**config.mk**
```make
export PLATFORM = sky130hd
export DESIGN_NAME = ram_arbiter_rr
export DESIGN_NICKNAME = d
export VERILOG_FILES = /design/src/rtl/ram_arbiter_rr_pkg.sv /design/src/rtl/ram_arbiter_rr_pick.sv /design/src/rtl/ram_arbiter_rr.sv
export SDC_FILE = /design/constraint.sdc
export NUM_CORES = 1
export LEC_CHECK = 0
export CAP_MARGIN = 20
export CORE_UTILIZATION = 45
export CTS_CLUSTER_SIZE = 16
export DETAILED_ROUTE_END_ITERATION = 16
export PLACE_DENSITY = 0.87
export SLEW_MARGIN = 20
export SYNTH_ARGS = -nofsm -noshare
export SYNTH_HDL_FRONTEND = slang
export SYNTH_SLANG_ARGS = --single-unit
```
**constraint.sdc**
```tcl
create_clock -name clk -period 11.9 [get_ports clk]
set_input_delay 3.57 -clock clk [delete_from_list [all_inputs] [get_ports clk]]
set_output_delay 3.57 -clock clk [all_outputs]
set_load 0.03 [all_outputs]
```
**src/rtl/ram_arbiter_rr_pkg.sv**
```systemverilog
// Shared definitions for the frame-buffer RAM arbiter: default frame-buffer
// geometry, pixel-engine requester indices, lock FSM state type and a helper
// for sizing index registers.
package ram_arbiter_rr_pkg;

  // Frame buffer holds one 8-bit iteration count per pixel.
  localparam int FB_DW = 8;
  localparam int FB_MD = 1024;

  // Pixel engines sharing the frame-buffer port.
  localparam int NUM_ENGINES = 4;
  localparam int ENG0        = 0;
  localparam int ENG1        = 1;
  localparam int ENG2        = 2;
  localparam int ENG3        = 3;

  typedef enum logic {
    LK_IDLE   = 1'b0,
    LK_LOCKED = 1'b1
  } lock_state_e;

  // Width of a register holding a requester index (at least one bit).
  function automatic int idx_width(input int n);
    return (n > 1) ? $clog2(n) : 1;
  endfunction

endpackage

```
**src/rtl/ram_arbiter_rr_pick.sv**
```systemverilog
// Rotate-priority one-hot picker: grants the first set req bit scanning
// ptr+1, ptr+2, ... modulo NR.
// Latency: combinational. Backpressure: none, pure function of req and ptr.
// Ports:
//   req  in  NR  request vector
//   ptr  in  PW  last granted index (lowest priority this cycle)
//   gnt  out NR  one-hot grant, all-zero when req is zero
//   idx  out PW  index of the granted bit (0 when no grant)
module ram_arbiter_rr_pick #(
  parameter int NR = 4,
  parameter int PW = 2
) (
  input  logic [NR-1:0] req,
  input  logic [PW-1:0] ptr,
  output logic [NR-1:0] gnt,
  output logic [PW-1:0] idx
);

  logic found;

  always_comb begin
    gnt   = '0;
    idx   = '0;
    found = 1'b0;
    // k runs 1..NR so ptr itself is scanned last.
    for (int k = 1; k <= NR; k++) begin
      if (!found && req[(int'(ptr) + k) % NR]) begin
        found                    = 1'b1;
        gnt[(int'(ptr) + k) % NR] = 1'b1;
        idx                      = PW'((int'(ptr) + k) % NR);
      end
    end
  end

endmodule

```
**src/rtl/ram_arbiter_rr.sv**
```systemverilog
// Round-robin arbiter sharing one RAM port between NR requesters, with an
// optional bounded burst lock; one beat per cycle, registered RAM command.
// Latency: grant same cycle, RAM command next cycle, read data 2 cycles after grant.
// Backpressure: req_rdy is the grant; unselected requesters wait (worst case (NR-1)*BL cycles).
// Ports:
//   clk, rst_n                 clock, async active-low reset
//   req_vld/req_lock/req_we    per-requester valid, burst lock, write enable
//   req_adr/req_dat_w          packed per-requester address / write data
//   req_rdy                    one-hot grant (beat accepted on req_vld & req_rdy)
//   rsp_vld/rsp_dat_r          one-hot read return valid, shared read data
//   ram_we/ram_adr/ram_dat_w   registered RAM command
//   ram_dat_r                  RAM read data (1-cycle registered RAM)
module ram_arbiter_rr
  import ram_arbiter_rr_pkg::*;
#(
  parameter int NR = NUM_ENGINES,
  parameter int DW = FB_DW,
  parameter int MD = FB_MD,
  parameter int AW = $clog2(MD),
  parameter int BL = 8
) (
  input  logic             clk,
  input  logic             rst_n,
  input  logic [NR-1:0]    req_vld,
  input  logic [NR-1:0]    req_lock,
  input  logic [NR-1:0]    req_we,
  input  logic [NR*AW-1:0] req_adr,
  input  logic [NR*DW-1:0] req_dat_w,
  output logic [NR-1:0]    req_rdy,
  output logic [NR-1:0]    rsp_vld,
  output logic [DW-1:0]    rsp_dat_r,
  output logic             ram_we,
  output logic [AW-1:0]    ram_adr,
  output logic [DW-1:0]    ram_dat_w,
  input  logic [DW-1:0]    ram_dat_r
);

  localparam int            PW      = idx_width(NR);
  localparam int            CW      = $clog2(BL + 1);
  localparam bit            LOCK_EN = (BL > 1);
  localparam logic [PW-1:0] PTR_RST = PW'(NR - 1);
  localparam logic [CW-1:0] CNT_MAX = CW'(BL);

  logic [PW-1:0] ptr;
  logic [PW-1:0] owner;
  lock_state_e   lk_st;
  logic [CW-1:0] cnt;
  logic [CW-1:0] cnt_inc;
  logic [NR-1:0] rd_tag1;
  logic [NR-1:0] rd_tag2;

  logic [NR-1:0] rr_gnt;
  logic [PW-1:0] rr_idx;

  logic          owner_hold;
  logic [NR-1:0] gnt;
  logic [PW-1:0] gidx;
  logic          acc;
  logic          sel_we;
  logic          sel_lock;
  logic [AW-1:0] sel_adr;
  logic [DW-1:0] sel_dat;

  ram_arbiter_rr_pick #(
    .NR (NR),
    .PW (PW)
  ) u_pick (
    .req (req_vld),
    .ptr (ptr),
    .gnt (rr_gnt),
    .idx (rr_idx)
  );

  // Grant: a locked owner that is still requesting wins; otherwise round
  // robin. If the owner drops req_vld the rr pick is used in that same cycle,
  // and since ptr already equals owner the owner ranks last.
  always_comb begin
    owner_hold = (lk_st == LK_LOCKED) && req_vld[owner];
    gnt        = '0;
    gidx       = rr_idx;
    if (owner_hold) begin
      gnt[owner] = 1'b1;
      gidx       = owner;
    end else begin
      gnt = rr_gnt;
    end
    if (!rst_n) begin
      gnt = '0;
    end
    acc = |gnt;

    sel_we   = 1'b0;
    sel_lock = 1'b0;
    sel_adr  = '0;
    sel_dat  = '0;
    for (int i = 0; i < NR; i++) begin
      if (gidx == PW'(i)) begin
        sel_we   = req_we[i];
        sel_lock = req_lock[i];
        sel_adr  = req_adr[i*AW +: AW];
        sel_dat  = req_dat_w[i*DW +: DW];
      end
    end
  end

  assign req_rdy = gnt;
  assign cnt_inc = cnt + 1'b1;

  // Rotate pointer and registered RAM command. Address and data hold on
  // idle cycles; only the write enable drops.
  always_ff @(posedge clk or negedge rst_n) begin
    if (!rst_n) begin
      ptr       <= PTR_RST;
      ram_we    <= 1'b0;
      ram_adr   <= '0;
      ram_dat_w <= '0;
    end else if (acc) begin
      ptr       <= gidx;
      ram_we    <= sel_we;
      ram_adr   <= sel_adr;
      ram_dat_w <= sel_dat;
    end else begin
      ram_we    <= 1'b0;
    end
  end

  // Burst lock FSM. cnt counts owner beats including the one that opened the
  // lock; the beat that brings cnt to BL is the final locked beat.
  always_ff @(posedge clk or negedge rst_n) begin
    if (!rst_n) begin
      lk_st <= LK_IDLE;
      owner <= '0;
      cnt   <= '0;
    end else begin
      case (lk_st)
        LK_IDLE: begin
          if (acc && sel_lock && LOCK_EN) begin
            lk_st <= LK_LOCKED;
            owner <= gidx;
            cnt   <= CW'(1);
          end
        end
        LK_LOCKED: begin
          if (owner_hold) begin
            if (!sel_lock || (cnt_inc == CNT_MAX)) begin
              lk_st <= LK_IDLE;
              cnt   <= '0;
            end else begin
              cnt   <= cnt_inc;
            end
          end else if (acc && sel_lock && LOCK_EN) begin
            // Owner released; the requester picked by rr this cycle opens a new lock.
            owner <= gidx;
            cnt   <= CW'(1);
          end else begin
            lk_st <= LK_IDLE;
            cnt   <= '0;
          end
        end
        default: begin
          lk_st <= LK_IDLE;
          cnt   <= '0;
        end
      endcase
    end
  end

  // Read tag pipe: stage 1 lines up with the RAM command, stage 2 with the
  // RAM's registered read data. Reset clears tags so in-flight reads vanish.
  always_ff @(posedge clk or negedge rst_n) begin
    if (!rst_n) begin
      rd_tag1 <= '0;
      rd_tag2 <= '0;
    end else begin
      rd_tag1 <= (acc && !sel_we) ? gnt : '0;
      rd_tag2 <= rd_tag1;
    end
  end

  assign rsp_vld   = rd_tag2;
  assign rsp_dat_r = ram_dat_r;

endmodule
```
Word-level counts from Yosys, hierarchy flattened:

Cells that the tools add are included.
Widths: inputs -> output; s select.

* bitwise logic cells: 8
* multiplexer cells: 68
* divide/modulo/power cells: 0
* multipliers: 0
* $add $sub $neg: 5
* eq/ne operators: 6
* shift-type cells: 0
* reduce and logical (&&, ||, !) cells: 23
* order comparisons: 10

Operator list (number)
* $mux 10: 4
* $mux 4: 10
* $mux 8: 4
* $mux 1: 30
* $lt 3x4->1 const B: 4
* $mux 2: 7
* $ge 3x1->1 const B: 4
* $or 4x4->4: 3
* $logic_and 1x1->1: 11
* $bmux 1 s2: 5
* $demux 1 s2: 5
* $pmux 4 s2: 1
* $reduce_or 2->1: 4
* $logic_not 1->1: 5
* $add 2x1->2 const B: 2
* $add 2x2->2 const B: 2
* $add 4x1->4 const B: 1
* $and 1x1->1 const A: 4
* $eq 2x2->1 const B: 2
* $eq 4x4->1 const B: 1
* $ne 2x2->1 const B: 2
* $pmux 2 s2: 1
* $reduce_or 4->1: 1
* $lt 2x3->1 const B: 1
* other kinds (6): 6

* output and inout port bits: 35
* RAM bits: 0
* memory bits (read-only): 0
* flip-flop bits (word level): 36
* input port bits: 94
* memories: 0
* bits in latches: 0
* logic and storage cells: 129

Depth between registers and ports, before layout:

* word-level depth: 27
* mapped depth: 14
* mapped depth without buffers: 10

By module:

A second synthesis with hierarchy kept.

* cell total of the unflattened synthesis: 268
* area, all modules: 2970.3 um^2

Modules (own cells, without submodules)
* ram_arbiter_rr: area each 2424.8 um^2, cells an instance 200, times used 1, seq. area each 903.4 um^2
* ram_arbiter_rr_pick: area each 545.5 um^2, cells an instance 68, times used 1, seq. area each 0.0 um^2

Worst setup path after synthesis:

No wires, ideal clock.

* path type: input to output
* start point: input port req_vld[2]
* end point: output port req_rdy[3]
* buffers on the path: 1
* path slack: 2.617 ns
* data required time: 8.330 ns
* stages: 5
* data arrival time: 5.713 ns
* cells stage by stage: buf_2 > mux4_2 > nor4b_4 > nand2_1 > a311oi_1

* cells in the longest elaborated chain, start to end: 15
* elaborated cells between the ends (all ways): 33
* classes of those cells: 23 x mux; 3 x bitwise; 7 x reduce/logical

RTL lines
* start, declared: line ram_arbiter_rr.sv:24 `input logic [NR-1:0] req_vld,`
* $bmux 1 s2: line ram_arbiter_rr_pick.sv:27 `if (!found && req[(int'(ptr) + k) % NR]) begin`
* $mux 1 (implied by the code) (2 in a row): line ram_arbiter_rr_pick.sv:27
* $mux 1: line ram_arbiter_rr_pick.sv:27
* $logic_not 1->1: line ram_arbiter_rr_pick.sv:27
* $logic_and 1x1->1: line ram_arbiter_rr_pick.sv:27
* $mux 1: line ram_arbiter_rr_pick.sv:27
* $logic_not 1->1: line ram_arbiter_rr_pick.sv:27
* $logic_and 1x1->1: line ram_arbiter_rr_pick.sv:27
* $mux 1: line ram_arbiter_rr_pick.sv:27
* $logic_not 1->1: line ram_arbiter_rr_pick.sv:27
* $logic_and 1x1->1: line ram_arbiter_rr_pick.sv:27
* $mux 4: line ram_arbiter_rr_pick.sv:27
* $mux 4 *: line ram_arbiter_rr.sv:81 `if (owner_hold) begin`
* $mux 4 *: line ram_arbiter_rr.sv:87 `if (!rst_n) begin`
* end, declared: line ram_arbiter_rr.sv:29 `output logic [NR-1:0] req_rdy,`

Every way passes the cells marked *; elsewhere a longest branch is shown, timed or not. The select of a mux whose other input is x is not followed.

Final worst setup path:

* start point: input port req_vld[3]
* end point: output port req_rdy[1]

Same word-level chain as after synthesis.

==> flow_metrics.env <==
export IMPL_cp_top_family="buffers and inverters"
export IMPL_clkTransAtPathRegs_ps=70
export IMPL_drive_above_1_share=0.0642
export IMPL_cp_start_kind="input port"
export IMPL_final_common_cell="clkdlybuf4s50_1"
export IMPL_overflow=0
export IMPL_fmax_mhz=97.3
export IMPL_fin_area_sq_um=3980
export IMPL_fin_util=0.672
export IMPL_io_buffers=112
export IMPL_crit_buf_inv=2
export IMPL_start_util=0.468
export IMPL_cts_setup_buffers=0
export IMPL_hold_path_class="flip-flop to flip-flop"
export IMPL_hold_viol=0
export IMPL_vias_per_cell=5.47
export IMPL_status="completed"
export IMPL_power_internal_mw=0.668
export IMPL_postPlaceCellArea_sq_um=3870
export IMPL_crit_path_end_kind="output port"
export IMPL_power_leakage_nw=1.72
export IMPL_clock_root_buffer="clkbuf_8"
export IMPL_gr_usage_all_layers=0.208
export IMPL_period_share=0.864
export IMPL_place_congestion=0.920
export IMPL_clockBufferDepth=2
export IMPL_dieArea_sq_um=6480
export IMPL_p_sw_frac=0.453
export IMPL_synth_cell_type_count=48
export IMPL_dieWidth_um=80.5
export IMPL_slowest_delay_ps=810
export IMPL_final_cell_mix="111 x clkdlybuf4s50_1, 63 x mux2i_1, 34 x dfrtp_1, 21 x mux2_1, 15 x nand2_1"
export IMPL_cts_sinks=36
export IMPL_syn_area_per_cell_sq_um=10.7
export IMPL_rows=28
export IMPL_cp_data_required_time_ps=8330
export IMPL_irDropWorstVdd_v=0.000196
export IMPL_cts_tree="yes"
export IMPL_pwr_share_comb=0.722
export IMPL_final_antenna_net_count=0
export IMPL_antenna_cells=0
export IMPL_p_per_area_nw_per_um2=307
export IMPL_setup_tns_ps=0
export IMPL_ios=129
export IMPL_synth_area_sq_um=2770
export IMPL_path_max_fanout=12
export IMPL_skew_ps=5.64
export IMPL_cp_startpoint="req_vld[3]"
export IMPL_p_clk_frac=0.086
export IMPL_fp_coreArea_sq_um=5920
export IMPL_worst_pin_slew_ps=822
export IMPL_drt_iter0_markers=120
export IMPL_nets=461
export IMPL_slew_headroom=0.452
export IMPL_grt_start_max_net_pins=41
export IMPL_vias=2369
export IMPL_cts_buffers=5
export IMPL_setup_viol=0
export IMPL_regToRegSetupSlack_ps=7420
export IMPL_die_y_um=80.5
export IMPL_ys_flop_type="dfrtp_1"
export IMPL_ys_ff_latch=36
export IMPL_rsz0062_at_grt="no"
export IMPL_drv_cap=0
export IMPL_hold_path_depth=0
export IMPL_cts_htree_levels=2
export IMPL_critical_path_arrival_ps=6710
export IMPL_sequentialPowerShare=0.192
export IMPL_clk_latency_ps=280
export IMPL_crit_slowest_cell="clkdlybuf4s50_1"
export IMPL_min_to="rsp_vld[0]"
export IMPL_path_cells="clkdlybuf4s50_1 > mux4_2 > nor3b_1 > nand2_1 > a311oi_1 > clkdlybuf4s50_1"
export IMPL_cts_hold_buf=0
export IMPL_period_needed_ps=10280
export IMPL_antenna_found_initial=0
export IMPL_crit_type="input port to output port"
export IMPL_wirelength_um=6940
export IMPL_worstReg2RegEnd="cnt[2]"
export IMPL_netSwitchingPower_mw=0.553
export IMPL_power_mw=1.22
export IMPL_synthesis_nets=364
export IMPL_reg2reg_from="ptr[0]"
export IMPL_drt_pass1_iter_count=5
export IMPL_ys_warn_count=0
export IMPL_post_route_drc_count=0
export IMPL_grt_pass1_vias=2225
export IMPL_reg2reg_depth=10
export IMPL_hold_start="rd_tag1[0]"
export IMPL_area_delta_synth_final_pct=43.5
export IMPL_synthCells=260
export IMPL_wl_per_cell_um=16.0
export IMPL_async_flop_share=1.00
export IMPL_ctsResizeCount=0
export IMPL_maxSlewViolCount=0
export IMPL_dp_hpwl_um=5400
export IMPL_synth_edf_count=0
export IMPL_grt_pass1_wl_um=10300
export IMPL_seq_area_frac_synth=0.326
export IMPL_crit_top_cell="clkdlybuf4s50_1"
layer usage:
| layer | part of all wire | vias to the layer above | track usage | wire (um) |
|---|---|---|---|---|
| li1 | - | 1156 | - | - |
| met1 | 0.39 | 1099 | 0.237 | 2700 |
| met2 | 0.52 | 98 | 0.366 | 3630 |
| met3 | 0.069 | 16 | 0.0523 | 479 |
| met4 | 0.020 | 0 | 0.0839 | 141 |
| met5 | 0 | - | 0 | 0 |
synth_stat cells, types with 4 or more instances:
library cell / number / share of area
mux2i_1: 63 / 0.23
dfrtp_1: 34 / 0.31
mux2_1: 21 / 0.085
nand2_1: 15 / 0.020
buf_2: 11 / 0.020
ha_1: 10 / 0.045
nor2_1: 10 / 0.014
buf_4: 8 / 0.022
nor2b_1: 8 / 0.018
o21ai_0: 7 / 0.013
inv_1: 6 / 0.0081
a21oi_1: 5 / 0.0090
a221oi_1: 4 / 0.013
mux4_2: 4 / 0.033
state kept, by name, indices dropped and copies added, names as in the netlist:
name,flops
lk_st,1
owner,2
ram_we,1
ram_adr,10
rd_tag1,4
ram_dat_w,8
ptr,2
cnt,4
rsp_vld,4
kinds of logic (layout without fill, tap and decap cells):
group / Yosys count / after routing / synth area share
mux: 91 / 91 / 0.358
simple gates: 52 / 52 / 0.103
compound gates: 39 / 39 / 0.103
flops: 36 / 36 / 0.326
buf+inv: 30 / 128 / 0.0591
fa+ha+maj: 10 / 10 / 0.0451
xor+xnor: 2 / 2 / 0.00632
power groups by stage:
stage	Sequential [mW]	Clock, mW	Combinational (mW)
after detailed placement	0.237	0	0.888
final	0.235	0.105	0.881
after global placement	0.232	0	0.871
after global routing	0.244	0.112	0.951
after floorplan	0.295	0	0.598
after CTS	0.235	0.106	0.890
cell type report:
type | count | area [sq um]
Sequential cell | 36 | 903
Tap cell | 75 | 93.8
Multi-Input combinational cell | 194 | 1720
Inverter | 6 | 22.5
Timing Repair Buffer | 114 | 1130
Clock inverter | 2 | 35.0
Fill cell | 457 | 1940
Clock buffer | 6 | 72.6
worst max-delay path by stage:
stage                 endpoint  slack [ps]  cells after the start
global placement    req_rdy[1]        1740                      6
global route        req_rdy[1]        1410                      6
CTS                 req_rdy[1]        1600                      6
finish              req_rdy[1]        1620                      6
detailed placement  req_rdy[1]        1600                      6
floorplan           req_rdy[3]        2620                      5
stage by stage:
step	hold slack (ps)	instances	setup slack, ps
final	350	433	1620
after global routing	355	433	1410
after CTS	352	433	1600
after detailed placement	336	425	1600
after global placement	334	425	1740
after floorplan	331	260	2620
worst register-to-register path, cell delays in order (launching register included):
cell and delay, ps:
dfstp_2 740, inv_1 210, ha_1 510, mux4_2 660, nor3_1 250, nand3_1 100, o21ai_1 140, mux2_4 620
mux2_2 470, or2_1 300, a311o_1 360
Power figures use the tool's default switching activity.
